`src/rtl/fnd_sender_pkg.sv`:
```
// Shared types and ASCII constants for the FND time-frame sender.
// Frame layout: "HH:MM:SS.CC" with an optional CR LF tail.
package fnd_sender_pkg;

  typedef enum logic [2:0] {
    IDLE,
    LOAD,
    SEND,
    WAIT_ACK,
    WAIT_TX,
    DONE
  } state_t;

  localparam logic [7:0] COLON = 8'h3A;
  localparam logic [7:0] DOT   = 8'h2E;
  localparam logic [7:0] CR    = 8'h0D;
  localparam logic [7:0] LF    = 8'h0A;
  localparam logic [7:0] QMARK = 8'h3F;
  localparam logic [7:0] ZERO  = 8'h30;

  localparam int FRAME_LEN_CRLF   = 13;
  localparam int FRAME_LEN_NOCRLF = 11;

endpackage

```
`src/rtl/sender_tick_gen.sv`:
```
// Periodic auto-report tick; the count restarts from zero
// whenever auto_en drops.
module sender_tick_gen #(
  parameter int AUTO_PERIOD_CLKS = 100_000_000
) (
  input  logic clk,
  input  logic rst,
  input  logic auto_en,
  output logic auto_tick
);

  localparam int CW = (AUTO_PERIOD_CLKS > 2) ?
                      $clog2(AUTO_PERIOD_CLKS) : 1;
  localparam logic [CW-1:0] LAST = CW'(AUTO_PERIOD_CLKS - 1);

  logic [CW-1:0] cnt;

  assign auto_tick = auto_en && (cnt == LAST);

  always_ff @(posedge clk or posedge rst) begin
    if (rst) begin
      cnt <= '0;
    end else if (!auto_en || auto_tick) begin
      cnt <= '0;
    end else begin
      cnt <= cnt + 1'b1;
    end
  end

endmodule

```
`src/rtl/fnd_time_sender.sv`:
```
// Captures the BCD time snapshot and streams it as an ASCII
// frame to a byte UART over a start/busy handshake.
module fnd_time_sender
  import fnd_sender_pkg::*;
#(
  parameter int AUTO_PERIOD_CLKS = 100_000_000,
  parameter int ACK_TIMEOUT      = 16,
  parameter bit CRLF_EN          = 1'b1
) (
  input  logic        clk,
  input  logic        rst,
  input  logic        send_req,
  input  logic        auto_en,
  input  logic [31:0] digits_in,
  input  logic        tx_busy,
  output logic        tx_start,
  output logic [7:0]  tx_data,
  output logic        busy,
  output logic        done,
  output logic        dropped
);

  localparam int FRAME_LEN = CRLF_EN ? FRAME_LEN_CRLF
                                     : FRAME_LEN_NOCRLF;
  localparam logic [3:0] LAST_IDX = 4'(FRAME_LEN - 1);
  localparam int AW = $clog2(ACK_TIMEOUT + 1);
  localparam logic [AW-1:0] ACK_LAST = AW'(ACK_TIMEOUT - 1);

  state_t        state_q, state_d;
  logic          pending_q, pending_d;
  logic [3:0]    idx_q, idx_d;
  logic [31:0]   snap_q, snap_d;
  logic [AW-1:0] ack_q, ack_d;
  logic          tx_start_d;
  logic [7:0]    tx_data_d;
  logic          dropped_d;
  logic          auto_tick;
  logic          req;
  logic [7:0]    byte_sel;

  function automatic logic [7:0] to_ascii(input logic [3:0] n);
    return (n <= 4'd9) ? (ZERO | {4'h0, n}) : QMARK;
  endfunction

  sender_tick_gen #(
    .AUTO_PERIOD_CLKS(AUTO_PERIOD_CLKS)
  ) u_tick (
    .clk      (clk),
    .rst      (rst),
    .auto_en  (auto_en),
    .auto_tick(auto_tick)
  );

  assign req  = send_req | auto_tick;
  assign busy = (state_q != IDLE);
  assign done = (state_q == DONE);

  always_comb begin
    byte_sel = 8'h00;
    unique case (idx_q)
      4'd0:    byte_sel = to_ascii(snap_q[31:28]);
      4'd1:    byte_sel = to_ascii(snap_q[27:24]);
      4'd2:    byte_sel = COLON;
      4'd3:    byte_sel = to_ascii(snap_q[23:20]);
      4'd4:    byte_sel = to_ascii(snap_q[19:16]);
      4'd5:    byte_sel = COLON;
      4'd6:    byte_sel = to_ascii(snap_q[15:12]);
      4'd7:    byte_sel = to_ascii(snap_q[11:8]);
      4'd8:    byte_sel = DOT;
      4'd9:    byte_sel = to_ascii(snap_q[7:4]);
      4'd10:   byte_sel = to_ascii(snap_q[3:0]);
      4'd11:   byte_sel = CR;
      4'd12:   byte_sel = LF;
      default: byte_sel = 8'h00;
    endcase
  end

  always_comb begin
    state_d    = state_q;
    pending_d  = pending_q;
    idx_d      = idx_q;
    snap_d     = snap_q;
    ack_d      = ack_q;
    tx_start_d = 1'b0;
    tx_data_d  = tx_data;
    dropped_d  = 1'b0;

    // One request may wait behind the active frame
    if (state_q != IDLE && req) begin
      if (!pending_q) begin
        pending_d = 1'b1;
      end else if (state_q != DONE) begin
        dropped_d = 1'b1;
      end
    end

    unique case (state_q)
      IDLE: begin
        if (req || pending_q) begin
          state_d   = LOAD;
          pending_d = 1'b0;
        end
      end
      LOAD: begin
        snap_d  = digits_in;
        idx_d   = 4'd0;
        state_d = SEND;
      end
      SEND: begin
        if (!tx_busy) begin
          tx_start_d = 1'b1;
          tx_data_d  = byte_sel;
          ack_d      = '0;
          state_d    = WAIT_ACK;
        end
      end
      WAIT_ACK: begin
        if (tx_busy || ack_q == ACK_LAST) begin
          state_d = WAIT_TX;
        end else begin
          ack_d = ack_q + 1'b1;
        end
      end
      WAIT_TX: begin
        if (!tx_busy) begin
          if (idx_q == LAST_IDX) begin
            state_d = DONE;
          end else begin
            idx_d   = idx_q + 4'd1;
            state_d = SEND;
          end
        end
      end
      DONE: begin
        // A request arriving now refills the slot being consumed
        if (pending_q) begin
          state_d   = LOAD;
          pending_d = req;
        end else begin
          state_d = IDLE;
        end
      end
      default: state_d = IDLE;
    endcase
  end

  always_ff @(posedge clk or posedge rst) begin
    if (rst) begin
      state_q   <= IDLE;
      pending_q <= 1'b0;
      idx_q     <= 4'd0;
      snap_q    <= 32'h0;
      ack_q     <= '0;
      tx_start  <= 1'b0;
      tx_data   <= 8'h00;
      dropped   <= 1'b0;
    end else begin
      state_q   <= state_d;
      pending_q <= pending_d;
      idx_q     <= idx_d;
      snap_q    <= snap_d;
      ack_q     <= ack_d;
      tx_start  <= tx_start_d;
      tx_data   <= tx_data_d;
      dropped   <= dropped_d;
    end
  end

endmodule

```
`config.mk`:
```
export PLATFORM = sky130hd
export DESIGN_NAME = fnd_time_sender
export DESIGN_NICKNAME = d
export VERILOG_FILES = /design/src/rtl/fnd_sender_pkg.sv /design/src/rtl/sender_tick_gen.sv /design/src/rtl/fnd_time_sender.sv
export SDC_FILE = /design/constraint.sdc
export NUM_CORES = 1
export LEC_CHECK = 0
export ABC_AREA = 0
export BUFFER_PORTS_ARGS = -buffer_cell sky130_fd_sc_hd__clkbuf_2
export CAP_MARGIN = 10
export CORE_ASPECT_RATIO = 1.4
export CORE_UTILIZATION = 55
export CTS_BUF_LIST = sky130_fd_sc_hd__clkbuf_16
export CTS_CLUSTER_SIZE = 25
export DETAILED_ROUTE_END_ITERATION = 16
export PLACE_DENSITY = 0.76
export SYNTH_ARGS = -nofsm -noshare
export SYNTH_HDL_FRONTEND = slang
export SYNTH_HIERARCHICAL = 1
export SYNTH_SLANG_ARGS = --single-unit
```
`constraint.sdc`:
```
create_clock -name clk -period 3.1 [get_ports clk]
set_input_delay 0.31 -clock clk [delete_from_list [all_inputs] [get_ports clk]]
set_output_delay 0.31 -clock clk [all_outputs]
set_load 0.03 [all_outputs]
```
==> run_results.csv <==
group,metric,value,unit
hold_path,timing.hold.worst.class,"in2async",
floorplan,core_area,7410,um^2
setup_path,worstReg2RegStart,"u_tick/cnt[0]",
layout,layout-drive-gt1-share,0.241,
setup_path,crit_path_max_fanout,7,
setup_path,rr_endpoint,"state_q[2]",
timing,max-slew-margin-rel,0.336,
drt,totalWireLength,8790,um
synthesis,synth.avg_cell_area,10.2,um^2
setup_path,worstSetupStartpoint,"u_tick/cnt[0]",
setup_path,rrSetupSlack,730,ps
setup_path,rr_worst_depth,9,
synthesis,synth_edf_count,0,
layout,final_nets,495,
floorplan,dieArea,8090,um^2
layout,areaGrowthSynthToFinish,12.4,%
drt,routed_via_density,5.98,
placement,placedCellCount,537,
timing,finalSetupViolCount,0,
timing,layout_worst_path_cycle_share,0.765,
clocking,maximum_clock_insertion_buffer_count,2,
clocking,ctsResizeCount,0,
floorplan,floorplan.die.height,106,um
placement,port_buffers,46,
floorplan,dieWidth,76.3,um
timing,skew,5.94,ps
synthesis,yosysWarningCount,6,
synthesis,ys_seq_area_frac,0.471,
synthesis,post_synthesis_cell_area,4250,um^2
clocking,tritoncts_clock_tree,"built",
placement,detailed_place_hpwl,6160,um
power_and_ir_drop,power.share.combinational,0.327,
timing,timing.fmax,0.422,GHz
clocking,clk_latency,340,ps
grt,vias_in_the_first_global_route,3312,
timing,finalHoldViolations,0,
grt,grt_start_max_net_pins,38,
power_and_ir_drop,power.switching,1430,uW
clocking,holdBufCountCts,0,
drt,drt-initial-drc-count,165,
timing,max_slew.worst_pin.slew,995,ps
synthesis,asyncSetResetFlopFracSynth,1.00,
layout,most_frequent_standard_cell_in_the_layout_excluding_fill_and_tap_cells,"sky130_fd_sc_hd__dfrtp_1",
timing,finalCriticalPeriod,2370,ps
power_and_ir_drop,power.sequential.fraction,0.410,
grt,first_pass_grt_wire_length,15100,um
clocking,depth_of_the_cts_h_tree,3,
drt,drc_errors,0,
synthesis,synth.ff_latch_count,80,
setup_path,worstSetupPathType,"reg2reg",
floorplan,floorplan.rows,37,
power_and_ir_drop,pwr_density_cell,868,nW/um^2
setup_path,critical_path_data_arrival_time,2600,ps
power_and_ir_drop,peakVddDrop,376,uV
layout,multi_input_area,2030,um^2
power_and_ir_drop,finalPower,4150,uW
run,max_cap_violations,0,
setup_path,worstPathRequired,3320,ps
floorplan,number_of_top_level_design_ports,49,
layout,antennaDiodeCount,0,
drt,drtPass1Iterations,4,
timing,totalNegativeSetupSlack,0,ps
clocking,clkTransAtPathRegs,60,ps
synthesis,netlist-cell-type-count,63,
setup_path,startpoint_type,"register",
grt,global_route.usage.total,0.238,
timing,setup_repair_after_global_routing_missed_its_margin,"false",
floorplan,floorplan.initialDensity,0.574,
layout,sequential_cell_area,2000,um^2
layout,layout_common_cells,"sky130_fd_sc_hd__dfrtp_1 (80), sky130_fd_sc_hd__clkbuf_2 (46), sky130_fd_sc_hd__nor2_1 (34)",
grt,grt_antenna_before_repair,0,
layout,finalNonFillerCells,553,
timing,hold_ws,77.4,ps
clocking,clock-root-buffer,"sky130_fd_sc_hd__clkbuf_16",
layout,filler_cell_count,623,
synthesis,ys_dominant_reg_cell,"sky130_fd_sc_hd__dfrtp_1",
clocking,cts_post_setup_buffers_inserted,0,
drt,drt.antenna.violating_nets,0,
timing,finalMaxSlewViolations,0,
power_and_ir_drop,power_report.internal_total,2710,uW
placement,place.gp.congestion,0.904,
drt,avgRoutedWirePerCell,15.9,um
clocking,clock-sinks,80,
power_and_ir_drop,clockPowerShare,0.263,
clocking,numCtsBuffers,9,
synthesis,synthCells,417,
drt,vias,3309,
grt,grt_remaining_overflow,0,
power_and_ir_drop,leakage,0.00204,uW
setup_path,setup.worst_path.end_class,"register",
status,run_status,"complete, no violations",
power_and_ir_drop,sw_frac_of_total,0.346,
layout,final_util,0.645,
## power by group through the flow
| stage | clock (uW) | combinational, uW | sequential [uW] |
|---|---|---|---|
| CTS | 1110 | 1350 | 1700 |
| detailed placement | 0 | 1340 | 1720 |
| global placement | 0 | 1300 | 1700 |
| finish | 1090 | 1350 | 1700 |
| global route | 1150 | 1480 | 1760 |
| floorplan | 0 | 1080 | 1660 |
## layer usage
metal	track usage	wire length (um)	part of all wire	vias up
met5	0	0	0	-
met4	0.154	342	0.039	0
met2	0.434	4650	0.53	92
li1	-	-	-	1588
met1	0.258	3470	0.39	1599
met3	0.0300	326	0.037	30
## per-stage QoR
step           instance area (um^2)  setup slack [ps]
6_report                       4780               728
2_1_floorplan                  4260              1000
5_1_grt                        4780               473
4_1_cts                        4780               743
3_3_place_gp                   4470               849
3_5_place_dp                   4470               759
## cells in the mapped netlist (9+ instances only)
library cell	count	area, um^2
sky130_fd_sc_hd__dfrtp_1	80	2000
sky130_fd_sc_hd__nor2_1	34	128
sky130_fd_sc_hd__mux2_2	33	372
sky130_fd_sc_hd__a21oi_1	31	155
sky130_fd_sc_hd__o21ai_0	21	105
sky130_fd_sc_hd__nand2_1	20	75.1
sky130_fd_sc_hd__inv_1	15	56.3
sky130_fd_sc_hd__a211oi_1	10	75.1
sky130_fd_sc_hd__buf_2	10	50.1
sky130_fd_sc_hd__o31ai_1	10	75.1
sky130_fd_sc_hd__nand4_1	9	56.3
sky130_fd_sc_hd__nor3_1	9	45.0
sky130_fd_sc_hd__or3_1	9	56.3
sky130_fd_sc_hd__xor2_1	9	78.8
## worst max path at each step
stage,to,slack (ps),cells after the start
6_report,state_q[2],730,9
5_1_grt,state_q[2],470,9
4_1_cts,state_q[2],740,9
3_5_place_dp,state_q[2],760,9
3_3_place_gp,state_q[2],850,9
2_1_floorplan,state_q[2],1000,10
## cells by family (layout without fill, tap and decap cells)
kind of cell	count (synthesis)	in the layout	synth area share
AO/OA/AOI/OAI	111	111	0.175
XOR/XNOR	14	14	0.0288
buffers and inverters	44	82	0.0535
adder cells (fa/ha/maj)	7	7	0.0206
AND/OR/NAND/NOR	126	126	0.160
other	1	2	0.000882
flip-flops	80	80	0.471
multiplexers	34	34	0.0900
## sequential cells by signal (all words and copies together) (netlist names)
| register | cells |
|---|---|
| pending_q | 1 |
| state_q | 3 |
| u_tick/cnt | 27 |
| tx_start | 1 |
| idx_q | 4 |
| ack_q | 5 |
| snap_q | 32 |
| dropped | 1 |
| tx_data | 6 |
## area by class of cell
type	count	area share
Inverter	17	0.0136
Multi-Input combinational cell	294	0.425
Sequential cell	80	0.419
Clock inverter	7	0.0168
Clock buffer	9	0.0471
Timing Repair Buffer	49	0.0529
Tap cell	97	0.0254
## critical path, cell delays in order, from the launching register on
cell and delay, ps:
sky130_fd_sc_hd__dfrtp_1 380, sky130_fd_sc_hd__ha_1 200, sky130_fd_sc_hd__and3_1 320, sky130_fd_sc_hd__nand3_1 230, sky130_fd_sc_hd__nor4_1 390, sky130_fd_sc_hd__nor4_1 90, sky130_fd_sc_hd__a21oi_1 130, sky130_fd_sc_hd__o31a_1 180
sky130_fd_sc_hd__o31ai_1 100, sky130_fd_sc_hd__a22o_1 250
No activity file was read; power rests on OpenSTA's default activity.
